### src/rtl/spi_pkg.sv
// Shared definitions for the SPI slave shifter: FSM encoding, SPI mode
// constants ({CPOL,CPHA}) and legal parameter limits.
package spi_pkg;

  typedef enum logic {
    ST_IDLE   = 1'b0,
    ST_ACTIVE = 1'b1
  } spi_state_e;

  localparam logic [1:0] MODE0 = 2'b00;
  localparam logic [1:0] MODE1 = 2'b01;
  localparam logic [1:0] MODE2 = 2'b10;
  localparam logic [1:0] MODE3 = 2'b11;

  localparam int unsigned WIDTH_MIN = 2;
  localparam int unsigned WIDTH_MAX = 32;
  localparam int unsigned SYNC_MIN  = 2;
  localparam int unsigned SYNC_MAX  = 4;

endpackage

### src/rtl/spi_sync_edge.sv
// Multi-flop synchroniser for one asynchronous input, with rise/fall
// pulses taken against one further registered copy of the synchronised level.
module spi_sync_edge #(
  parameter int unsigned STAGES    = 2,
  parameter bit          RESET_VAL = 1'b0
) (
  input  logic clk_i,
  input  logic rst_i,
  input  logic d_i,
  output logic q_o,
  output logic rise_o,
  output logic fall_o
);

  logic [STAGES-1:0] sync_q;
  logic              prev_q;

  // Synchroniser chain plus the delayed copy used for edge detection
  always_ff @(posedge clk_i) begin
    if (rst_i) begin
      sync_q <= {STAGES{RESET_VAL}};
      prev_q <= RESET_VAL;
    end else begin
      sync_q <= {sync_q[STAGES-2:0], d_i};
      prev_q <= sync_q[STAGES-1];
    end
  end

  assign q_o    = sync_q[STAGES-1];
  assign rise_o =  sync_q[STAGES-1] & ~prev_q;
  assign fall_o = ~sync_q[STAGES-1] &  prev_q;

endmodule

### src/rtl/spi_slave_shifter.sv
// SPI slave shift engine: oversamples SCK/SS/MOSI on the system clock,
// assembles received words, and serialises a buffered transmit word on MISO.
module spi_slave_shifter
  import spi_pkg::*;
#(
  parameter int unsigned WIDTH       = 8,
  parameter bit          CPOL        = 1'b0,
  parameter bit          CPHA        = 1'b0,
  parameter bit          MSB_FIRST   = 1'b1,
  parameter int unsigned SYNC_STAGES = 2
) (
  input  logic             Clk,
  input  logic             Rst,
  input  logic             SCK,
  input  logic             SS,
  input  logic             Data_In,
  output logic             Data_Out,
  input  logic [WIDTH-1:0] Tx_Word,
  input  logic             Tx_Load,
  output logic             Tx_Ready,
  output logic [WIDTH-1:0] Rx_Word,
  output logic             SSPIF,
  output logic             Rx_Valid,
  input  logic             Rx_Ack,
  output logic             Overrun,
  output logic             Busy
);

  if (WIDTH < WIDTH_MIN || WIDTH > WIDTH_MAX ||
      SYNC_STAGES < SYNC_MIN || SYNC_STAGES > SYNC_MAX) begin : g_bad_params
    $error("spi_slave_shifter: WIDTH or SYNC_STAGES out of range");
  end

  localparam int unsigned          CNT_W = $clog2(WIDTH);
  localparam logic [CNT_W-1:0]     LAST  = CNT_W'(WIDTH - 1);
  localparam logic [1:0]           MODE  = {CPOL, CPHA};
  // Leading edge is a falling SCK edge when the idle level is high
  localparam bit LEAD_IS_FALL    = (MODE == MODE2) || (MODE == MODE3);
  localparam bit SAMPLE_ON_TRAIL = (MODE == MODE1) || (MODE == MODE3);

  // ---------------------------------------------------------------------
  // Input synchronisers
  // ---------------------------------------------------------------------
  logic sck_s, sck_rise, sck_fall;
  logic ss_s, ss_rise, ss_fall;
  logic din_s, din_rise, din_fall;

  spi_sync_edge #(.STAGES(SYNC_STAGES), .RESET_VAL(CPOL)) u_sync_sck (
    .clk_i(Clk), .rst_i(Rst), .d_i(SCK),
    .q_o(sck_s), .rise_o(sck_rise), .fall_o(sck_fall)
  );

  spi_sync_edge #(.STAGES(SYNC_STAGES), .RESET_VAL(1'b1)) u_sync_ss (
    .clk_i(Clk), .rst_i(Rst), .d_i(SS),
    .q_o(ss_s), .rise_o(ss_rise), .fall_o(ss_fall)
  );

  spi_sync_edge #(.STAGES(SYNC_STAGES), .RESET_VAL(1'b0)) u_sync_din (
    .clk_i(Clk), .rst_i(Rst), .d_i(Data_In),
    .q_o(din_s), .rise_o(din_rise), .fall_o(din_fall)
  );

  logic unused_sync;
  assign unused_sync = ^{sck_s, ss_s, din_rise, din_fall};

  // ---------------------------------------------------------------------
  // Edge classification
  // ---------------------------------------------------------------------
  logic lead_edge, trail_edge, sample_edge, shift_edge;

  assign lead_edge   = LEAD_IS_FALL    ? sck_fall   : sck_rise;
  assign trail_edge  = LEAD_IS_FALL    ? sck_rise   : sck_fall;
  assign sample_edge = SAMPLE_ON_TRAIL ? trail_edge : lead_edge;
  assign shift_edge  = SAMPLE_ON_TRAIL ? lead_edge  : trail_edge;

  // ---------------------------------------------------------------------
  // FSM
  // ---------------------------------------------------------------------
  spi_state_e state_q, state_d;

  // State register
  always_ff @(posedge Clk) begin
    if (Rst) state_q <= ST_IDLE;
    else     state_q <= state_d;
  end

  // Next state follows the synchronised slave select
  always_comb begin
    state_d = state_q;
    unique case (state_q)
      ST_IDLE:   if (ss_fall) state_d = ST_ACTIVE;
      ST_ACTIVE: if (ss_rise) state_d = ST_IDLE;
      default:   state_d = ST_IDLE;
    endcase
  end

  // ---------------------------------------------------------------------
  // Datapath
  // ---------------------------------------------------------------------
  logic [CNT_W-1:0] cnt_q, cnt_d;
  logic [WIDTH-1:0] rx_sr_q, rx_sr_d;
  logic [WIDTH-1:0] rx_word_q, rx_word_d;
  logic             sspif_q, sspif_d;
  logic             rx_valid_q, rx_valid_d;
  logic             overrun_q, overrun_d;
  logic [WIDTH-1:0] tx_sr_q, tx_sr_d;
  logic [WIDTH-1:0] tx_buf_q, tx_buf_d;
  logic             tx_ready_q, tx_ready_d;
  logic             data_out_q, data_out_d;

  logic             in_word, ss_abort, do_sample, do_shift;
  logic             word_start, shift_bit;
  logic [WIDTH-1:0] rx_next, tx_next, tx_src;

  function automatic logic lead_bit(input logic [WIDTH-1:0] w);
    return MSB_FIRST ? w[WIDTH-1] : w[0];
  endfunction

  assign ss_abort  = (state_q == ST_ACTIVE) && ss_rise;
  assign in_word   = (state_q == ST_ACTIVE) && !ss_rise;
  assign do_sample = in_word && sample_edge;
  assign do_shift  = in_word && shift_edge;
  // A shift edge seen with the counter at zero begins a word: in CPHA=1
  // that is the first leading edge, in both modes it is also the edge
  // after bit WIDTH-1. CPHA=0 additionally starts on select assertion.
  assign word_start = (!SAMPLE_ON_TRAIL && (state_q == ST_IDLE) && ss_fall) ||
                      (do_shift && (cnt_q == '0));
  assign shift_bit  = do_shift && (cnt_q != '0);

  assign rx_next = MSB_FIRST ? {rx_sr_q[WIDTH-2:0], din_s} : {din_s, rx_sr_q[WIDTH-1:1]};
  assign tx_next = MSB_FIRST ? {tx_sr_q[WIDTH-2:0], 1'b0}  : {1'b0, tx_sr_q[WIDTH-1:1]};
  assign tx_src  = tx_ready_q ? '0 : tx_buf_q;

  // Receive assembly, status flags and transmit buffering
  always_comb begin
    cnt_d      = cnt_q;
    rx_sr_d    = rx_sr_q;
    rx_word_d  = rx_word_q;
    sspif_d    = 1'b0;
    rx_valid_d = rx_valid_q;
    overrun_d  = overrun_q;
    tx_sr_d    = tx_sr_q;
    tx_buf_d   = tx_buf_q;
    tx_ready_d = tx_ready_q;
    data_out_d = data_out_q;

    if (Rx_Ack) begin
      rx_valid_d = 1'b0;
      overrun_d  = 1'b0;
    end

    if (ss_abort) begin
      cnt_d      = '0;
      rx_sr_d    = '0;
      tx_sr_d    = '0;
      data_out_d = 1'b0;
    end else begin
      if (do_sample) begin
        rx_sr_d = rx_next;
        if (cnt_q == LAST) begin
          cnt_d      = '0;
          rx_word_d  = rx_next;
          sspif_d    = 1'b1;
          rx_valid_d = 1'b1;
          // An acknowledge in the same cycle retires the old word instead
          if (rx_valid_q && !Rx_Ack) overrun_d = 1'b1;
        end else begin
          cnt_d = cnt_q + CNT_W'(1);
        end
      end

      if (word_start) begin
        tx_sr_d    = tx_src;
        data_out_d = lead_bit(tx_src);
        tx_ready_d = 1'b1;
      end else if (shift_bit) begin
        tx_sr_d    = tx_next;
        data_out_d = lead_bit(tx_next);
      end
    end

    if (Tx_Load && tx_ready_q && !word_start) begin
      tx_buf_d   = Tx_Word;
      tx_ready_d = 1'b0;
    end
  end

  // Datapath registers
  always_ff @(posedge Clk) begin
    if (Rst) begin
      cnt_q      <= '0;
      rx_sr_q    <= '0;
      rx_word_q  <= '0;
      sspif_q    <= 1'b0;
      rx_valid_q <= 1'b0;
      overrun_q  <= 1'b0;
      tx_sr_q    <= '0;
      tx_buf_q   <= '0;
      tx_ready_q <= 1'b1;
      data_out_q <= 1'b0;
    end else begin
      cnt_q      <= cnt_d;
      rx_sr_q    <= rx_sr_d;
      rx_word_q  <= rx_word_d;
      sspif_q    <= sspif_d;
      rx_valid_q <= rx_valid_d;
      overrun_q  <= overrun_d;
      tx_sr_q    <= tx_sr_d;
      tx_buf_q   <= tx_buf_d;
      tx_ready_q <= tx_ready_d;
      data_out_q <= data_out_d;
    end
  end

  assign Data_Out = data_out_q;
  assign Tx_Ready = tx_ready_q;
  assign Rx_Word  = rx_word_q;
  assign SSPIF    = sspif_q;
  assign Rx_Valid = rx_valid_q;
  assign Overrun  = overrun_q;
  assign Busy     = (state_q == ST_ACTIVE) && (cnt_q != '0);

endmodule
### config.mk
export PLATFORM = sky130hd
export DESIGN_NAME = spi_slave_shifter
export DESIGN_NICKNAME = d
export VERILOG_FILES = /design/src/rtl/spi_pkg.sv /design/src/rtl/spi_sync_edge.sv /design/src/rtl/spi_slave_shifter.sv
export SDC_FILE = /design/constraint.sdc
export NUM_CORES = 1
export LEC_CHECK = 0
export CORE_UTILIZATION = 30
export CTS_CLUSTER_DIAMETER = 30
export DETAILED_ROUTE_END_ITERATION = 12
export GPL_TIMING_DRIVEN = 0
export PLACE_DENSITY_LB_ADDON = 0.05
export SYNTH_ARGS = -nofsm -noshare
export SYNTH_HDL_FRONTEND = slang
export SYNTH_SLANG_ARGS = --single-unit
### constraint.sdc
create_clock -name Clk -period 3.5 [get_ports Clk]
set_input_delay 0.7 -clock Clk [delete_from_list [all_inputs] [get_ports Clk]]
set_output_delay 0.7 -clock Clk [all_outputs]
set_load 0.03 [all_outputs]
==> results of run 1 <==
## cell families (layout without fill, tap and decap cells)
| kind of cell | Yosys count | count (layout) |
|---|---|---|
| simple gates | 79 | 79 |
| flops | 47 | 47 |
| mux | 25 | 25 |
| compound gates | 18 | 18 |
| buf+inv | 14 | 49 |
| fa+ha+maj | 4 | 4 |
## worst min path at each step
stage	start	to	slack [ns]	cells past startpoint
4_1_cts	u_sync_ss.sync_q[0]	u_sync_ss.sync_q[1]	0.42	1
5_1_grt	u_sync_ss.sync_q[0]	u_sync_ss.sync_q[1]	0.43	1
6_report	u_sync_ss.sync_q[0]	u_sync_ss.sync_q[1]	0.41	1
3_3_place_gp	u_sync_ss.sync_q[0]	u_sync_ss.sync_q[1]	0.39	1
2_1_floorplan	u_sync_ss.sync_q[0]	u_sync_ss.sync_q[1]	0.39	1
3_5_place_dp	u_sync_ss.sync_q[0]	u_sync_ss.sync_q[1]	0.39	1
## cell usage after synthesis, drive strengths merged
cell type	instances
o21bai	1
nor4bb	1
a31o	1
a31oi	2
nand2b	19
dfxtp	47
ha	4
buf	5
nor3	8
and2	2
nor3b	1
a221oi	7
o21ba	1
nand4	1
or3b	2
or3	1
nand3	4
or2	3
inv	4
a21oi	6
nand2	3
nor2b	8
mux2i	25
nor2	26
clkbuf	5
## stage by stage
stage / setup WS, ns / hold WS, ns / instances
floorplan: 1.83 / 0.389 / 187
global placement: 1.26 / 0.394 / 289
detailed placement: 1.25 / 0.394 / 289
CTS: 0.896 / 0.416 / 297
global route: 0.767 / 0.430 / 297
finish: 0.921 / 0.415 / 297
## per-layer routing
metal / share of wire / up-vias
met5: 0 / -
met2: 0.49 / 21
met1: 0.46 / 646
li1: - / 705
met4: 0.0060 / 0
met3: 0.037 / 2
## cells in the final DEF, fill, tap and decap left out, types with 2 or more instances in the layout
master / instances
a21oi_1: 5
a221oi_1: 6
and2_1: 2
buf_2: 4
bufinv_16: 2
clkbuf_1: 5
clkbuf_8: 5
clkdlybuf4s50_1: 27
dfxtp_1: 47
ha_1: 4
inv_1: 4
mux2i_1: 25
nand2_1: 3
nand2b_1: 19
nand3_1: 3
nor2_1: 26
nor2b_1: 8
nor3_1: 8
or2_2: 3
## flip-flops by register name, indices dropped and copies added (netlist names), 2 cells and up
| signal | cells |
|---|---|
| Rx_Word | 8 |
| tx_buf_q | 8 |
| rx_sr_q | 7 |
| tx_sr_q | 7 |
| cnt_q | 3 |
| u_sync_din.sync_q | 2 |
| u_sync_sck.sync_q | 2 |
| u_sync_ss.sync_q | 2 |
## worst register-to-register path, delay by kind of cell, from the launching register on
kind                   cells  cell delay (ns)
AO/OA/AOI/OAI              2             0.73
buffers and inverters      1             0.17
flip-flops                 1             0.41
AND/OR/NAND/NOR            2             0.29
## final cells by class
type,count,share of cell area
plain buffers,10,0.0210
well taps,75,0.0393
clock buffers,5,0.0288
inverters,4,0.00629
flip-flops and latches,47,0.394
repair buffers,27,0.113
clock inverters,3,0.0283
multi-input cells,126,0.369
## power by group
group | total (mW) | leakage [nW] | switching [mW] | internal (mW)
sequential | 0.562 | 0.383 | 0.0109 | 0.551
combinational | 0.0788 | 0.586 | 0.0389 | 0.0399
clock | 0.467 | 0.0644 | 0.182 | 0.285
==> results.cfg, run 1 <==
[timing]
fin_crit_ns = 2.58
rsz0062_at_grt = no
tightest_slew_ns = 0.727
max_freq_mhz = 388
setup-tns-final_ns = 0
slew_violations = 0
period_share = 0.737
setup_violations = 0
slew_headroom = 0.513
fin_worst_skew_ns = 0.00759
hold_viol_final = 0

[yosys]
synth_compound_area_frac = 0.0796
syn_inst = 187
syn_avg_cell_area_um2 = 10.1
synth_top_family_by_area = simple AND/OR/NAND/NOR gates
synthXorXnorAreaFrac = 0
synth_fa_ha_area_frac = 0.0265
yosys-top-cells-area = dfxtp_1 50%, mux2i_1 13%, nand2b_1 6.3%, nor2_1 5.2%, a221oi_1 2.8%
synth_seq_cells = 47
yosysTopAreaCellShare = 0.499
synth_top_cell_by_area = dfxtp_1
synthMuxAreaShare = 0.133
syn_nets = 206
netlist_area_mm2 = 0.00189
yosys.area_share.simple = 0.228
synth.distinct_cells = 31
yosys_warnings = 0
ys_seq_area_frac = 0.499

[clocking]
postCtsSetupBuffers = 0
cts_buffers = 5
cts_hold_buf = 0
cts_tree = done
cts_root_buf = clkbuf_8
cts_resized = 0
cts_buffer_depth = 2
clkTransAtPathRegs_ns = 0.09
clk_latency_ns = 0.29
htree_levels = 2
clock-sinks = 47

[global_routing]
grt_pass1_vias = 1349
grt_usage = 0.133
top_usage_layer = met2
grt_max_degree = 16
met2_usage = 0.225
antenna_found_initial = 0
use_met1 = 0.156
grt_overflow = 0
grt_first_pass_wirelength_mm = 6.44
grt_use_met3 = 0.0404

[placement]
placed_area_mm2 = 0.00225
io_buffers = 27
place_congestion = 0.748
dp_hpwl_mm = 2.76

[run_status]
outcome = finished, final reports clean

[worst_setup_path]
critPathBufInv = 2
crit_required_ns = 2.80
worstPathArrival_ns = 1.88
end_kind = output port
path_max_fanout = 4
path_class = flop to output port
crit_slowest_cell = clkdlybuf4s50_1
r2r_slack_ns = 1.82
slowest_delay_ns = 0.66
crit_path_cell_trace = inv_1 -> ha_1 -> nand2b_1 -> and2_1 -> clkdlybuf4s50_1
endpoint = Busy
critical-path-top-delay-family = buffers and inverters
start_kind = flop
cp-startpoint = cnt_q[0]
r2r-end = tx_sr_q[3]
worstReg2RegStart = u_sync_ss.sync_q[1]
cp.depth = 5
reg2reg_depth = 5

[floorplan]
start_util = 0.315
num_rows = 28
die_w_um = 81.3
ios = 29
die_h_um = 81.3
core_mm2 = 0.00599
dieArea_mm2 = 0.00661

[final_layout]
final_core_util = 0.398
nFillCells = 604
drive_gt1_frac = 0.113
regArea_um2 = 941
n_antenna_cell = 0
stdcell_area_mm2 = 0.00239
area_growth_syn_to_layout_pct = 26.5
multiInputGateArea_um2 = 880
layout.nets = 240

[routing]
wl_mm = 3.80
drt-vias-per-instance = 4.63
postRouteAntennaNets = 0
drc = 0
vias = 1374
drtIter0Drc = 22
drt_pass1_iterations = 4
wl_per_cell_um = 12.8

[power_and_ir_drop]
p_per_area_mw_per_mm2 = 464
power_mw = 1.11
leakage_nw = 1.03
ir_drop_mv = 0.165

[run]
maxCapViolations = 0

[hold_path]
min_path_type = flop to flop
(Power assumes the default switching activity.)
==> run 2, diff against run 1 <==
==> constraint.sdc (replaced) <==
create_clock -name Clk -period 2.5 [get_ports Clk]
set_input_delay 0.5 -clock Clk [delete_from_list [all_inputs] [get_ports Clk]]
set_output_delay 0.5 -clock Clk [all_outputs]
set_load 0.03 [all_outputs]
==> run 2 against run 1 <==
  * Wire length hardly changed
  * Non-clock buffer count unchanged
  * Largest power group unchanged
  * Hold slack hardly changed
  * Critical path type unchanged
  * Design area increased by 0.10%
  * Sequential share of layout area is essentially flat
  * Register-to-register slack worse by 1.0 ns
  * Die area did not move
  * Via count unchanged
  * Core utilization hardly changed
==> results.cfg, run 2 (same netlist as run 1, synthesis figures left out) <==
[run_status]
outcome = finished, final reports clean

[power_and_ir_drop]
internal_power_mw = 1.23
p_comb_frac = 0.071
leakage_nw = 1.05
sequentialPowerShare = 0.507
ir_drop_mv = 0.231
swShare = 0.210
clkPwrFrac = 0.422
switchingPower_mw = 0.325
p_per_area_mw_per_mm2 = 649

[global_routing]
grt_max_degree = 16
antenna_found_initial = 0
met2_usage = 0.225
top_usage_layer = met2
grt_usage = 0.133
grt_pass1_vias = 1349
use_met1 = 0.156
grt_overflow = 0
grt_use_met3 = 0.0404
grt_first_pass_wirelength_mm = 6.44

[routing]
wl_mm = 3.81
postRouteAntennaNets = 0
drt_pass1_iterations = 4
wl_per_cell_um = 12.8
drtIter0Drc = 23
drt-vias-per-instance = 4.63
vias = 1374
drc = 0

[clocking]
cts_buffer_depth = 2
postCtsSetupBuffers = 0
clk_latency_ns = 0.29
cts_root_buf = clkbuf_8
clock-sinks = 47
clkTransAtPathRegs_ns = 0.09
htree_levels = 2
cts_tree = done
cts_buffers = 5

[worst_setup_path]
crit_path_cell_trace = inv_1 -> ha_1 -> nand2b_1 -> and2_1 -> dlymetal6s2s_1
crit_required_ns = 2.00
cp.depth = 5
path_max_fanout = 4
path_class = flop to output port
slowest_delay_ns = 0.39
critPathBufInv = 2
worstPathArrival_ns = 1.50
crit_slowest_cell = dfxtp_1
critical-path-top-delay-family = flip-flops
end_kind = output port
start_kind = flop
reg2reg_depth = 5

[final_layout]
layout.cells.non_filler = 297
n_antenna_cell = 0
mostFrequentLayoutCell = dfxtp_1
area_growth_syn_to_layout_pct = 26.7
layout.nets = 240
layout_common_cells = 47 x dfxtp_1, 26 x nor2_1, 26 x clkdlybuf4s50_1
nFillCells = 605
drive_gt1_frac = 0.113

[placement]
place_congestion = 0.748
dp_hpwl_mm = 2.76
place_inst = 289
io_buffers = 27
dp_slack_ns = 0.448

[timing]
period_share = 0.801
hold_viol_final = 0
slew_headroom = 0.513
fin_worst_skew_ns = 0.00741
setup-tns-final_ns = 0
max_freq_mhz = 499
tightest_slew_ns = 0.727
setup_slack_ns = 0.497
slew_violations = 0
fin_crit_ns = 2.00
fin_hold_ws_ns = 0.415
rsz0062_at_grt = no
setup_violations = 0

[floorplan]
ios = 29
die_w_um = 81.3
num_rows = 28
die_h_um = 81.3
start_util = 0.315
dieArea_mm2 = 0.00661
core_mm2 = 0.00599

[run]
maxCapViolations = 0

[hold_path]
min_path_type = flop to flop
holdPathStages = 1
-- run 2: cell types whose count changed in the layout (fill, tap and decap cells not counted), sizes merged --
| cell | previous run | this run |
|---|---|---|
| dlymetal6s2s | 0 | 1 |
| clkdlybuf4s50 | 27 | 26 |
-- run 2: repair_timing --
action,4_1_cts,5_1_grt
setup endpoints to repair,0,1
gates resized for setup,0,1
hold buffers,0,0
-- run 2: stage by stage --
stage,total power [mW],area (um^2),utilization
floorplan,0.869,1890,-
global placement,0.913,2250,0.376
detailed placement,0.917,2250,0.376
CTS,1.58,2390,0.398
global route,1.63,2390,0.399
finish,1.55,2390,0.399
-- run 2: path summary, 6_finish.rpt --
path | startpoint | endpoint | slack [ns]
hold / removal | u_sync_ss.sync_q[0] | u_sync_ss.sync_q[1] | 0.41
hold reg to reg | u_sync_ss.sync_q[0] | u_sync_ss.sync_q[1] | 0.41
setup / recovery | cnt_q[0] | Busy | 0.50
setup reg to reg | u_sync_ss.sync_q[1] | tx_sr_q[3] | 0.82
-- run 2: cell type report --
| type | count | area, um^2 | area share |
|---|---|---|---|
| inverters | 4 | 15.0 | 0.00629 |
| multi-input cells | 126 | 880 | 0.368 |
| well taps | 75 | 93.8 | 0.0393 |
| plain buffers | 10 | 50.0 | 0.0210 |
| clock buffers | 5 | 68.8 | 0.0288 |
| clock inverters | 3 | 67.6 | 0.0283 |
| flip-flops and latches | 47 | 941 | 0.394 |
| repair buffers | 27 | 273 | 0.114 |
-- run 2: routing by layer --
metal	vias to the layer above	share of wire
li1	707	-
met4	0	0.0060
met2	21	0.49
met5	-	0
met3	2	0.037
met1	644	0.46
-- run 2: power by group through the flow --
stage	Sequential, mW	Clock [mW]	Combinational, mW
after floorplan	0.803	0	0.0665
after CTS	0.787	0.678	0.113
after global routing	0.790	0.712	0.124
final	0.786	0.654	0.110
after global placement	0.804	0	0.110
after detailed placement	0.805	0	0.112
-- run 2: worst reg2reg max path: cells and delay by family (launching register included) --
kind,cells,cell delay [ns]
compound gates,2,0.73
flops,1,0.41
simple gates,2,0.29
buf+inv,1,0.17
==> run 3, diff against run 2 <==
==> constraint.sdc (replaced) <==
create_clock -name Clk -period 1.7 [get_ports Clk]
set_input_delay 0.34 -clock Clk [delete_from_list [all_inputs] [get_ports Clk]]
set_output_delay 0.34 -clock Clk [all_outputs]
set_load 0.03 [all_outputs]
==> run 3 against run 2 <==
  * Clock skew is essentially flat
  * Flip-flop and latch count is the same
  * Critical path depth shrank 4
  * Sequential power grew 48%
  * Clock-buffer cell count is the same
  * Final cell count grew 0.34%
  * Core utilization grew 0.86 points
  * Design area grew 2.1%
  * Hold slack is essentially flat
==> results.cfg, run 3 (same netlist as run 1, synthesis figures left out) <==
[run_status]
outcome = finished, final reports clean

[placement]
dp_hpwl_mm = 2.76
dp_slack_ns = -0.192
place_congestion = 0.748
io_buffers = 27
placed_area_mm2 = 0.00225

[power_and_ir_drop]
internal_power_mw = 1.80
p_per_area_mw_per_mm2 = 938
leakage_nw = 1.12
sequentialPowerShare = 0.505
ir_drop_mv = 0.330
switchingPower_mw = 0.486
p_comb_frac = 0.072
clkPwrFrac = 0.422
swShare = 0.212

[global_routing]
grt_max_degree = 16
grt_usage = 0.133
grt_first_pass_wirelength_mm = 6.46
grt_pass1_vias = 1351
grt_overflow = 0
antenna_found_initial = 0

[worst_setup_path]
slowest_delay_ns = 0.67
path_class = flop to output port
critPathBufInv = 1
reg2reg_depth = 7
path_max_fanout = 2
critical-path-top-delay-family = buffers and inverters
worstReg2RegStart = cnt_q[0]
crit_slowest_cell = clkdlybuf4s50_1
start_kind = flop
r2r_slack_ns = 0.12
worstPathArrival_ns = 1.30
crit_path_cell_trace = clkdlybuf4s50_1
crit_required_ns = 1.36
r2r-end = tx_sr_q[3]
end_kind = output port

[final_layout]
stdcell_area_mm2 = 0.00244
area_growth_syn_to_layout_pct = 29.4
drive_gt1_frac = 0.148
mostFrequentLayoutCell = dfxtp_1
layout_common_cells = 46 x dfxtp_1, 26 x nor2_1, 25 x mux2i_1
layout.nets = 241
nFillCells = 601
n_antenna_cell = 0
final_core_util = 0.407

[routing]
wl_mm = 3.85
drc = 0
postRouteAntennaNets = 0
drt_pass1_iterations = 4
drtIter0Drc = 18
wl_per_cell_um = 12.9
vias = 1393
drt-vias-per-instance = 4.67

[timing]
period_share = 0.968
slew_headroom = 0.684
hold_viol_final = 0
fin_worst_skew_ns = 0.00735
setup-tns-final_ns = 0
max_freq_mhz = 608
tightest_slew_ns = 0.474
setup_violations = 0
slew_violations = 0
setup_slack_ns = 0.0552
fin_crit_ns = 1.64

[clocking]
cts_tree = done
cts_root_buf = clkbuf_8
cts_buffer_depth = 2
clock-sinks = 47
clkTransAtPathRegs_ns = 0.09
cts_hold_buf = 0
htree_levels = 2
clk_latency_ns = 0.30
cts_buffers = 5

[floorplan]
num_rows = 28
ios = 29
dieArea_mm2 = 0.00661
die_w_um = 81.3
core_mm2 = 0.00599
start_util = 0.315
die_h_um = 81.3

[hold_path]
min_to = u_sync_ss.sync_q[1]
min_path_type = flop to flop
holdPathStages = 1
min_from = u_sync_ss.sync_q[0]

[run]
maxCapViolations = 0
run 3: area by class of cell:
type	instances	area, um^2	area share
repair buffers	28	288	0.118
plain buffers	10	51.3	0.0210
clock inverters	3	67.6	0.0277
inverters	4	15.0	0.00615
clock buffers	5	68.8	0.0282
multi-input cells	126	913	0.374
well taps	75	93.8	0.0385
flip-flops and latches	47	942	0.386
run 3: timing repair:
item / in CTS / in global routing
hold endpoints to repair: 0 / 0
buffers inserted: 0 / 1
endpoints found under the setup margin: 2 / 30
pin swaps: 0 / 1
gates resized for setup: 8 / 13
run 3: how the worst max path moves through the flow:
stage,cells past startpoint,startpoint,slack (ns),endpoint
floorplan,5,u_sync_ss.sync_q[1],0.24,Data_Out
global placement,5,cnt_q[0],-0.18,Busy
detailed placement,5,cnt_q[0],-0.19,Busy
CTS,1,Rx_Valid,0.002,Rx_Valid
global route,7,cnt_q[0],-0.02,tx_sr_q[5]
finish,1,Rx_Word[5],0.06,Rx_Word[5]
run 3: power groups by stage:
stage | logic, mW | registers, mW | clock network, mW
finish | 0.166 | 1.16 | 0.967
global route | 0.185 | 1.16 | 1.05
CTS | 0.165 | 1.16 | 0.997
detailed placement | 0.165 | 1.18 | 0
global placement | 0.161 | 1.18 | 0
floorplan | 0.0978 | 1.18 | 0
run 3: metrics by stage:
stage | instances | total power, mW | hold WS (ns)
floorplan | 187 | 1.28 | 0.389
global route | 298 | 2.39 | 0.430
CTS | 297 | 2.32 | 0.416
global placement | 289 | 1.34 | 0.394
finish | 298 | 2.29 | 0.415
detailed placement | 289 | 1.35 | 0.394
run 3: per-layer routing:
metal  vias up  wire length (um)  GRT usage
met5         -                 0          0
met1       657              1750      0.156
met2        25              1900      0.225
li1        707                 -          -
met4         0                32     0.0536
met3         4               157     0.0404
